File: src/rtl/sync_asym_fifo_if.sv
// Handshake and status bundle for the width-converting synchronous FIFO.
// The FIFO takes the slave side; the producer/consumer logic takes master.
interface sync_asym_fifo_if #(
    parameter int WR_WIDTH = 8,
    parameter int RD_WIDTH = 32,
    parameter int CNT_W    = 6
);
    logic                wr_en;
    logic [WR_WIDTH-1:0] wr_data;
    logic                fifo_full;
    logic                almost_full;
    logic [CNT_W-1:0]    wr_data_count;
    logic                overflow;
    logic                rd_en;
    logic [RD_WIDTH-1:0] rd_data;
    logic                rd_valid;
    logic                fifo_empty;
    logic                almost_empty;
    logic [CNT_W-1:0]    rd_data_count;
    logic                underflow;

    modport master (
        output wr_en, wr_data, rd_en,
        input  fifo_full, almost_full, wr_data_count, overflow,
        input  rd_data, rd_valid, fifo_empty, almost_empty,
        input  rd_data_count, underflow
    );

    modport slave (
        input  wr_en, wr_data, rd_en,
        output fifo_full, almost_full, wr_data_count, overflow,
        output rd_data, rd_valid, fifo_empty, almost_empty,
        output rd_data_count, underflow
    );
endinterface

File: src/rtl/sync_asym_fifo.sv
// Single-clock FIFO with independent write/read widths over a RAM of
// RAM_WIDTH-bit units; first-written unit lands in the LS slice.
module sync_asym_fifo #(
    parameter int RAM_DEPTH      = 32,
    parameter int RAM_ADDR_WIDTH = 5,
    parameter int WR_WIDTH       = 8,
    parameter int RD_WIDTH       = 32,
    parameter int RAM_WIDTH      = 8,
    parameter int WR_IND         = 1,
    parameter int RD_IND         = 4,
    parameter int FWFT           = 1,
    parameter int AFULL_TH       = 28,
    parameter int AEMPTY_TH      = 4
) (
    input logic              clk,
    input logic              rst,
    sync_asym_fifo_if.slave  bus
);
    localparam int AW = RAM_ADDR_WIDTH;
    localparam int CW = RAM_ADDR_WIDTH + 1;
    localparam logic [CW-1:0] WI    = CW'(WR_IND);
    localparam logic [CW-1:0] RI    = CW'(RD_IND);
    localparam logic [CW-1:0] DEPTH = CW'(RAM_DEPTH);
    localparam logic [CW-1:0] AF    = CW'(AFULL_TH);
    localparam logic [CW-1:0] AE    = CW'(AEMPTY_TH);

    logic [RAM_WIDTH-1:0] mem_q [RAM_DEPTH];

    logic [CW-1:0] wr_ptr_q, wr_ptr_d;
    logic [CW-1:0] rd_ptr_q, rd_ptr_d;
    logic [CW-1:0] occ_q, occ_d;
    logic [CW-1:0] wr_cnt_q, rd_cnt_q;
    logic          full_q, afull_q;
    logic          empty_q, aempty_q;
    logic          ovf_q, unf_q;
    logic          wa, ra;
    logic [RD_WIDTH-1:0] head;

    assign wa = bus.wr_en & ~full_q;
    assign ra = bus.rd_en & ~empty_q;

    always_comb begin
        wr_ptr_d = wr_ptr_q + (wa ? WI : '0);
        rd_ptr_d = rd_ptr_q + (ra ? RI : '0);
        occ_d    = occ_q + (wa ? WI : '0) - (ra ? RI : '0);
    end

    always_comb begin
        head = '0;
        for (int i = 0; i < RD_IND; i++) begin
            head[i*RAM_WIDTH +: RAM_WIDTH] =
                mem_q[rd_ptr_q[AW-1:0] + AW'(i)];
        end
    end

    // Storage is never cleared; pointers alone define what is live.
    always_ff @(posedge clk) begin
        if (!rst && wa) begin
            for (int i = 0; i < WR_IND; i++) begin
                mem_q[wr_ptr_q[AW-1:0] + AW'(i)] <=
                    bus.wr_data[i*RAM_WIDTH +: RAM_WIDTH];
            end
        end
    end

    always_ff @(posedge clk) begin
        if (rst) begin
            wr_ptr_q <= '0;
            rd_ptr_q <= '0;
            occ_q    <= '0;
            wr_cnt_q <= '0;
            rd_cnt_q <= '0;
            full_q   <= 1'b0;
            afull_q  <= 1'b0;
            empty_q  <= 1'b1;
            aempty_q <= 1'b1;
            ovf_q    <= 1'b0;
            unf_q    <= 1'b0;
        end else begin
            wr_ptr_q <= wr_ptr_d;
            rd_ptr_q <= rd_ptr_d;
            occ_q    <= occ_d;
            wr_cnt_q <= occ_d / WI;
            rd_cnt_q <= occ_d / RI;
            full_q   <= (DEPTH - occ_d) < WI;
            afull_q  <= occ_d >= AF;
            empty_q  <= occ_d < RI;
            aempty_q <= occ_d <= AE;
            ovf_q    <= bus.wr_en & full_q;
            unf_q    <= bus.rd_en & empty_q;
        end
    end

    assign bus.fifo_full     = full_q;
    assign bus.almost_full   = afull_q;
    assign bus.wr_data_count = wr_cnt_q;
    assign bus.overflow      = ovf_q;
    assign bus.fifo_empty    = empty_q;
    assign bus.almost_empty  = aempty_q;
    assign bus.rd_data_count = rd_cnt_q;
    assign bus.underflow     = unf_q;

    if (FWFT != 0) begin : g_fwft
        // Head word is shown directly; zero while no full word is stored.
        assign bus.rd_data  = empty_q ? '0 : head;
        assign bus.rd_valid = ~empty_q;
    end else begin : g_std
        logic [RD_WIDTH-1:0] rd_data_q;
        logic                rd_valid_q;

        always_ff @(posedge clk) begin
            if (rst) begin
                rd_data_q  <= '0;
                rd_valid_q <= 1'b0;
            end else begin
                rd_valid_q <= ra;
                if (ra) begin
                    rd_data_q <= head;
                end
            end
        end

        assign bus.rd_data  = rd_data_q;
        assign bus.rd_valid = rd_valid_q;
    end
endmodule
File: src/flat_wrapper.sv
// flat-port wrapper written by rule: the top's interface ports become plain ports
module sync_asym_fifo_flat 
#(
    parameter int RAM_DEPTH      = 32,
    parameter int RAM_ADDR_WIDTH = 5,
    parameter int WR_WIDTH       = 8,
    parameter int RD_WIDTH       = 32,
    parameter int RAM_WIDTH      = 8,
    parameter int WR_IND         = 1,
    parameter int RD_IND         = 4,
    parameter int FWFT           = 1,
    parameter int AFULL_TH       = 28,
    parameter int AEMPTY_TH      = 4
)
  (clk, rst, bus_wr_en, bus_wr_data, bus_rd_en, bus_fifo_full, bus_almost_full, bus_wr_data_count, bus_overflow, bus_rd_data, bus_rd_valid, bus_fifo_empty, bus_almost_empty, bus_rd_data_count, bus_underflow);
  sync_asym_fifo_if #(.WR_WIDTH(WR_WIDTH), .RD_WIDTH(RD_WIDTH)) bus_i ();
  input logic clk;
  input logic rst;
  input wire logic [$bits(bus_i.wr_en)-1:0] bus_wr_en;
  input wire logic [$bits(bus_i.wr_data)-1:0] bus_wr_data;
  input wire logic [$bits(bus_i.rd_en)-1:0] bus_rd_en;
  output wire logic [$bits(bus_i.fifo_full)-1:0] bus_fifo_full;
  output wire logic [$bits(bus_i.almost_full)-1:0] bus_almost_full;
  output wire logic [$bits(bus_i.wr_data_count)-1:0] bus_wr_data_count;
  output wire logic [$bits(bus_i.overflow)-1:0] bus_overflow;
  output wire logic [$bits(bus_i.rd_data)-1:0] bus_rd_data;
  output wire logic [$bits(bus_i.rd_valid)-1:0] bus_rd_valid;
  output wire logic [$bits(bus_i.fifo_empty)-1:0] bus_fifo_empty;
  output wire logic [$bits(bus_i.almost_empty)-1:0] bus_almost_empty;
  output wire logic [$bits(bus_i.rd_data_count)-1:0] bus_rd_data_count;
  output wire logic [$bits(bus_i.underflow)-1:0] bus_underflow;
  assign bus_i.wr_en = bus_wr_en;
  assign bus_i.wr_data = bus_wr_data;
  assign bus_i.rd_en = bus_rd_en;
  assign bus_fifo_full = bus_i.fifo_full;
  assign bus_almost_full = bus_i.almost_full;
  assign bus_wr_data_count = bus_i.wr_data_count;
  assign bus_overflow = bus_i.overflow;
  assign bus_rd_data = bus_i.rd_data;
  assign bus_rd_valid = bus_i.rd_valid;
  assign bus_fifo_empty = bus_i.fifo_empty;
  assign bus_almost_empty = bus_i.almost_empty;
  assign bus_rd_data_count = bus_i.rd_data_count;
  assign bus_underflow = bus_i.underflow;
  sync_asym_fifo #(.RAM_DEPTH(RAM_DEPTH), .RAM_ADDR_WIDTH(RAM_ADDR_WIDTH), .WR_WIDTH(WR_WIDTH), .RD_WIDTH(RD_WIDTH), .RAM_WIDTH(RAM_WIDTH), .WR_IND(WR_IND), .RD_IND(RD_IND), .FWFT(FWFT), .AFULL_TH(AFULL_TH), .AEMPTY_TH(AEMPTY_TH)) u_core (.clk(clk), .rst(rst), .bus(bus_i));
endmodule
File: config.mk
export PLATFORM = sky130hd
export DESIGN_NAME = sync_asym_fifo_flat
export DESIGN_NICKNAME = d
export VERILOG_FILES = /design/src/rtl/sync_asym_fifo_if.sv /design/src/rtl/sync_asym_fifo.sv /design/src/flat_wrapper.sv
export SDC_FILE = /design/constraint.sdc
export NUM_CORES = 1
export LEC_CHECK = 0
export CORE_MARGIN = 2
export CORE_UTILIZATION = 59
export DETAILED_ROUTE_END_ITERATION = 16
export PLACE_DENSITY = 0.76
export SLEW_MARGIN = 40
export SYNTH_ARGS = -nofsm -noshare
export SYNTH_HDL_FRONTEND = slang
export SYNTH_SLANG_ARGS = --single-unit
export TNS_END_PERCENT = 30
File: constraint.sdc
create_clock -name clk -period 3.2 [get_ports clk]
set_clock_uncertainty 0.15 [all_clocks]
set_input_delay 0.8 -clock clk [delete_from_list [all_inputs] [get_ports clk]]
set_output_delay 0.8 -clock clk [all_outputs]
set_load 0.03 [all_outputs]
==> summary.md, run 1 <==
| Metric | Value |
|---|---|
| Status | `finished, violations left` |
| Failing checks | `setup timing` |
| Mean routed wirelength per cell | `23.3 um` |
| Synth area leader | `edfxtp_1` |
| Top cells by area, synth | `edfxtp_1, mux4_2, dfxtp_1, mux2i_1, nor2_1` |
| Critical Path RT | `around 2.3 ns` |
| Vias in the first global route | `5719` |
| Core footprint | `18000 um^2` |
| Power per cell area | `about 740 nW/um^2` |
| Dpl cell area | `12100 um^2` |
| Compound-gate portion of the synthesized area | `less than 1%` |
| Clock Sink Count | `276` |
| Worst setup EP type | `primary output` |
| Reg2reg start | `u_core.bus.fifo_empty` |
| CP top delay family | `multiplexers` |
| Die Span Y | `140 um` |
| Tot Pwr | `about 9.7 mW` |
| Hold buffer count at cts | `0` |
| Die Wd | `140 um` |
| Synth Cell Area | `10900 um^2` |
| Area Overhead vs Synth | `20.0%` |
| Synth Area in Adders | `1.38%` |
| Final WL | `21400 um` |
| Dpl hpwl | `12600 um` |
| Hold path startpoint | `u_core.bus.fifo_full` |
| Final setup viols | `3` |
| Largest family of logic cells by synthesized area | `multiplexers` |
| WP data arrival | `2.27 ns` |
| Vias | `5551` |
| Reg-to-Reg End | `u_core.bus.fifo_empty` |
| Diode count | `0` |
| Post-Synth Simple-Gate Area | `4.44%` |
| Hold depth | `2` |
| Hold path endpoint | `u_core.bus.overflow` |
| Most frequent cells in the layout | `edfxtp_1, nor2_1, mux4_2, buf_4, clkbuf_16` |
| Initial Util | `between 60 and 70%` |
| CTS buffer count | `26` |
| Hold Crit Class | `flip-flop to flip-flop` |
| Initial antenna violation count | `0` |
| Hold WS | `0.321 ns` |
| Synthesized flop and latch total | `276` |
| FMAX | `just over 300 MHz` |
| CP Cell Sequence | `buf_4 > buf_12 > mux4_2 > mux2i_1 > nor2_1 > clkdlybuf4s15_2` |
| Mapped Cells | `555` |
| I/O pins | `63` |
| Port-buffer cells | `60` |
| H-tree levels | `1` |
| Final period util | `101%` |
| Peak supply drop | `0.599 mV` |
| Crit path buf inv count | `3` |
| CP max FO | `9` |
| Gr usage total | `between 20% and 30%` |
| Layout cells sized above 1 | `~31%` |
| R2r setup slk | `0.53 ns` |
| Post-synthesis mux area share | `between 10% and 20%` |
| XOR/XNOR Fraction of Synth Area | `0.644%` |
| Worst Setup Path Type | `flip-flop to primary output` |
| Rows | `49` |
| Drc violations | `0` |
| Post-layout minimum cycle time | `around 3.2 ns` |
| CTS tree | `built` |
| Largest net degree at the start of global routing | `33` |
| Die area | `between 15000 and 20000 um^2` |
| Lkg Pwr | `4.30 nW` |
| Critical Path Start Type | `flip-flop` |
| Nets | `between 600 and 700` |
| Slowest CP cell | `mux4_2` |
| Synth Warn # | `0` |
| Worst Slack Setup Final | `-0.0212 ns` |
| Clock transition at the registers of the reported paths | `approximately 0.070 ns` |
| RePlAce Congestion | `0.797` |
| Reg2reg path depth | `8` |
| Yosys cell types | `35` |
| Seq/Total Area, Yosys | `between 70% and 80%` |
| Pre-Repair DR Iteration Count | `5` |
| Post-route cell area | `13000 um^2` |
| Total of max-cap violations | `0` |
| Pre-CTS setup slack | `-0.0327 ns` |
| Global-route wire length before repair | `33500 um` |
| Mean area per synthesized cell | `19.6 um^2` |
| RSZ-0062 raised after global routing | `yes` |
| Post-DRT Antenna Nets | `0` |
| Final Hold Fails | `0` |
| Final Max Slew Viols | `0` |
| CP peak stage delay | `0.53 ns` |
| Clock buffer depth | `3` |
| Clock Latency Late Sink | `0.54 ns` |
| Commonest non-fill, non-tap cell in the layout | `edfxtp_1` |
| CP startpoint | `u_core.rd_ptr_q[2]` |
| Root Driver | `clkbuf_16` |
| Drt first-iter violations | `402` |
| Area share of the largest cell type after synthesis | `70.7%` |
| Grt ovf | `0` |
| Vias/cell | `around 6` |
## power breakdown
group	switching (mW)	total [mW]	leakage [nW]	internal, mW
Sequential	0.0928	4.12	2.47	4.03
Clock	1.27	3.27	0.461	2.00
Combinational	1.25	2.27	1.37	1.02
Total	2.61	9.66	4.30	7.05
## how the worst max path moves through the flow
stage	end	depth (start not counted)	slack, ns
floorplan	u_core.bus.fifo_empty	9	0.42
global placement	u_core.bus.fifo_empty	8	0.009
detailed placement	u_core.bus.almost_empty	8	-0.03
CTS	bus_rd_data[27]	6	-0.08
global route	bus_rd_data[6]	6	-0.1
finish	bus_rd_data[15]	6	-0.02
## cell families after synthesis
logic type      count (synthesis)
compound gates                 10
xor+xnor                        8
fa+ha+maj                      12
buf+inv                        43
flops                         276
mux                            96
other cells                     1
simple gates                  109
## worst reg2reg max path, delay by kind of cell, from the launching register on
family	cells	cell delay, ns
AND/OR/NAND/NOR	4	0.93
adder cells (fa/ha/maj)	2	0.57
AO/OA/AOI/OAI	1	0.20
flip-flops	1	0.57
buffers and inverters	1	0.14
## synthesized netlist by cell type (all sizes together)
library cell,n
a211oi,1
a21oi,3
a31o,1
a41o,1
and3,1
buf,24
clkbuf,10
conb,1
dfxtp,20
edfxtp,256
ha,12
inv,9
mux2i,32
mux4,64
nand2,7
nand2b,1
nand3,4
nand3b,3
nor2,78
nor2b,7
nor3,1
nor3b,1
o2111ai,1
o21a,1
o21ai,1
o22ai,1
or2,1
or3,2
or3b,3
xnor2,5
xor2,3
## flip-flops by register name (all words and copies together) (netlist names), 2 cells and up
signal,count
u_core.bus.rd_data_count,4
u_core.mem_q,256
u_core.rd_ptr_q,3
u_core.wr_ptr_q,5
u_core.occ_q,2
## layout make-up
class / count / area, um^2
fill: 1068 / 4980
tap: 229 / 287
clock buffer: 34 / 763
multi-input combinational: 237 / 2560
inverter: 9 / 33.8
timing repair buffer: 122 / 1140
sequential: 276 / 8100
clock inverter: 14 / 169
## layer usage
layer	wire (um)	up-vias	track usage (%)
met1	9100	2857	32.9
met5	0	-	0
li1	-	2421	-
met3	1270	44	2.89
met4	534	0	6.84
met2	10500	229	36.7
## through the flow
stage	TNS, ns	instances	util [%]
finish	-0.0498	921	72.4
global route	-1.06	921	72.4
CTS	-0.764	920	72.6
detailed placement	-0.0648	868	66.9
global placement	0	868	66.9
floorplan	0	556	-
## what timing repair did
item,in CTS,in global routing
endpoints found under the setup margin,33,32
gates resized for setup,104,35
cloned,1,1
setup buffers,3,0
hold endpoints to repair,0,0
No activity file was read; power rests on OpenSTA's default activity.
==> run 2, diff against run 1 <==
- CORE_UTILIZATION: 59 -> 49
- HOLD_SLACK_MARGIN: default -> 0.08
- PLACE_DENSITY: 0.76 -> 0.65
- REMOVE_ABC_BUFFERS: default -> 1
==> run 2 against run 1 <==
Effect of this change:
- the run still ends with setup timing left
- sequential cell count did not move
- cell count rose by 5.5%
- sequential power is essentially flat
- critical path depth unchanged
- setup slack gained 0.017 ns
- register-to-register slack improved by 0.25 ns
- first-iteration DRC count down 12%
- via count fell by 4.7%
- hold slack improved by 0.021 ns
- combinational power is essentially flat
- global-route usage down 4.6 points
- largest cell class unchanged
- largest power group unchanged
- highest routed layer unchanged
==> summary.md, run 2 (synthesis gave the netlist of run 1 again) <==
| Metric | Value |
|---|---|
| Worst Slack Setup Final | `-0.00391 ns (+0.0173 ns)` |
| Area Overhead vs Synth | `20.4%` |
| Critical Path RT | `2.25 ns (about the same)` |
| Port-buffer cells | `60 (unchanged)` |
| Gr usage total | `18.0% (-4.6 points)` |
| CTS tree | `built` |
| Nets | `696 (unchanged)` |
| CP max FO | `11 (+2)` |
| Global-route wire length before repair | `32200 um (-3.9%)` |
| Dpl cell area | `12100 um^2 (+0.13%)` |
| Power per cell area | `726 nW/um^2 (-1.9%)` |
| Largest net degree at the start of global routing | `34 (+3.0%)` |
| Dpl hpwl | `12000 um (-5.4%)` |
| Die Span Y | `153 um (+9.5%)` |
| Total of max-cap violations | `0 (unchanged)` |
| Reg2reg start | `u_core.bus.fifo_empty` |
| Lkg Pwr | `4.30 nW (+0.13%)` |
| CTS buffer count | `26 (unchanged)` |
| Initial antenna violation count | `0 (unchanged)` |
| Grt ovf | `0 (unchanged)` |
| R2r setup slk | `0.78 ns (+0.25 ns)` |
| Die area | `23400 um^2 (+20%)` |
| Initial Util | `49.8% (-11 points)` |
| Most frequent cells in the layout | `edfxtp_1, nor2_1, mux4_2, buf_4` |
| Post-DRT Antenna Nets | `0 (unchanged)` |
| Crit path buf inv count | `3 (unchanged)` |
| Vias in the first global route | `5597 (-2.1%)` |
| Mean routed wirelength per cell | `21.1 um (-9.2%)` |
| Tot Pwr | `9.51 mW (-1.5%)` |
| Peak supply drop | `0.622 mV (+3.8%)` |
| Root Driver | `clkbuf_16` |
| CP endpoint | `bus_rd_data[19]` |
| H-tree levels | `1 (unchanged)` |
| FMAX | `312 MHz (+0.54%)` |
| Final setup viols | `1 (-2)` |
| WP data arrival | `2.25 ns (-0.02 ns)` |
| Worst setup EP type | `primary output` |
| Met2 usage | `31.0% (-5.7 points)` |
| Diode count | `0 (unchanged)` |
| Layout cells sized above 1 | `30.8% (+0.14 points)` |
| Clock Latency Late Sink | `0.52 ns (-0.02 ns)` |
| Post-route cell area | `13100 um^2 (+0.38%)` |
| CP top delay family | `multiplexers` |
| Pre-Repair DR Iteration Count | `4 (-1)` |
| GRT busiest layer | `met2` |
| Crit path depth | `6 (unchanged)` |
| Vias | `5292 (-4.7%)` |
| Die Wd | `153 um (+9.5%)` |
| Clock transition at the registers of the reported paths | `0.06 ns (about the same)` |
| RePlAce Congestion | `0.805 (+1.0%)` |
| Post-layout minimum cycle time | `3.20 ns (-0.0173 ns)` |
| Number of flip-flops in the largest register | `256 (unchanged)` |
| Sequential cell area | `8090 um^2 (about the same)` |
| Clock buffer depth | `3 (unchanged)` |
| Clock Sink Count | `276 (unchanged)` |
| Rows | `54 (+10%)` |
| GR Layer Usage met3 | `2.58% (-0.31 points)` |
| Final Hold Fails | `0 (unchanged)` |
| Slowest CP cell | `mux4_2` |
| Vias/cell | `5.44 (-9.7%)` |
| CP Cell Sequence | `buf_16 > buf_12 > mux4_2 > mux2i_1 > nor2_1 > clkdlybuf4s15_2` |
| Final Max Slew Viols | `0 (unchanged)` |
| Core footprint | `21800 um^2 (+21%)` |
| I/O pins | `63 (unchanged)` |
| Commonest non-fill, non-tap cell in the layout | `edfxtp_1` |
| Status | `finished, violations left` |
| Worst Setup Path Type | `flip-flop to primary output` |
| Multi-input gate area | `2560 um^2 (unchanged)` |
| Hold Crit Class | `flip-flop to flip-flop` |
| RSZ-0062 raised after global routing | `yes` |
| Final period util | `100% (-0.54 points)` |
| Drt first-iter violations | `355 (-12%)` |
| FILL cells | `1560 (+46%)` |
| Reg-to-Reg End | `u_core.bus.fifo_empty` |
| Critical Path Start Type | `flip-flop` |
| Met1 GRT Util | `24.8% (-8.1 points)` |
| Final WL | `20500 um (-4.2%)` |
| Failing checks | `setup timing` |
| Reg2reg path depth | `8 (unchanged)` |
| Hold buffer count at cts | `0 (unchanged)` |
| CP startpoint | `u_core.rd_ptr_q[2]` |
| CP peak stage delay | `0.50 ns (-0.03 ns)` |
| Drc violations | `0 (unchanged)` |
## run 2: changes by cell type in the layout (fill, tap and decap cells not counted), moves of 2 or more
cell and change:
clkbuf_1 +2, clkdlybuf4s15_2 -5, bufinv_16 -3, buf_4 +2, clkbuf_2 +2, clkinv_1 -3
buf_2 +2, buf_12 +4, clkbuf_4 -2, clkbuf_8 +6
## run 2: power breakdown
part / total (mW) / switching (mW) / internal [mW] / leakage [nW]
clock: 3.13 / 1.24 / 1.90 / 0.455
combinational: 2.28 / 1.24 / 1.04 / 1.38
sequential: 4.10 / 0.0724 / 4.02 / 2.47
## run 2: how the worst min path moves through the flow
stage / start / end / slack, ns / cells past startpoint
after floorplan: u_core.bus.fifo_full / u_core.bus.overflow / 0.42 / 2
after global placement: u_core.bus.fifo_full / u_core.bus.overflow / 0.34 / 2
after detailed placement: u_core.bus.fifo_full / u_core.bus.overflow / 0.32 / 2
after CTS: u_core.bus.fifo_full / u_core.bus.overflow / 0.34 / 2
after global routing: u_core.bus.fifo_full / u_core.bus.overflow / 0.39 / 2
final: u_core.bus.fifo_full / u_core.bus.overflow / 0.34 / 2
## run 2: stage by stage
step / hold WS, ns / setup WS (ns) / setup TNS (ns) / util [%] / std cells
6_report: 0.343 / -0.00391 / -0.00391 / 60.0 / 972
5_1_grt: 0.387 / -0.0872 / -0.584 / 60.0 / 972
4_1_cts: 0.339 / -0.0813 / -1.23 / 60.3 / 969
3_5_place_dp: 0.321 / -0.0689 / -0.135 / 55.3 / 914
3_3_place_gp: 0.343 / -0.00949 / -0.0146 / 55.3 / 914
2_1_floorplan: 0.421 / -1.52 / -50.56 / - / 522
## run 2: routing by layer
layer,up-vias,share of wire [%]
met5,-,0
met4,0,1.7
met3,27,4.4
met2,117,50
met1,2738,44
li1,2410,-
## run 2: cell type report
type | instances | share of cell area (%)
Clock buffer | 42 | 6.52
Clock inverter | 6 | 0.420
Inverter | 9 | 0.258
Multi-Input combinational cell | 237 | 19.6
Sequential cell | 276 | 61.8
Tap cell | 280 | 2.67
Timing Repair Buffer | 122 | 8.78
## run 2: repair_timing
item / CTS / global route
endpoints found under the setup margin: 28 / 32
gates resized for setup: 98 / 26
cloned: 2 / 0
pin swaps: 0 / 0
setup buffers: 5 / 4
## run 2: worst register-to-register path, stage by stage, from the launching register on
cell and delay [ns]:
dfxtp_1 0.34, inv_1 0.10, nand2_1 0.09, ha_1 0.32, ha_1 0.31, or3b_1 0.40
and3_4 0.19, or2_4 0.24, a41o_1 0.18
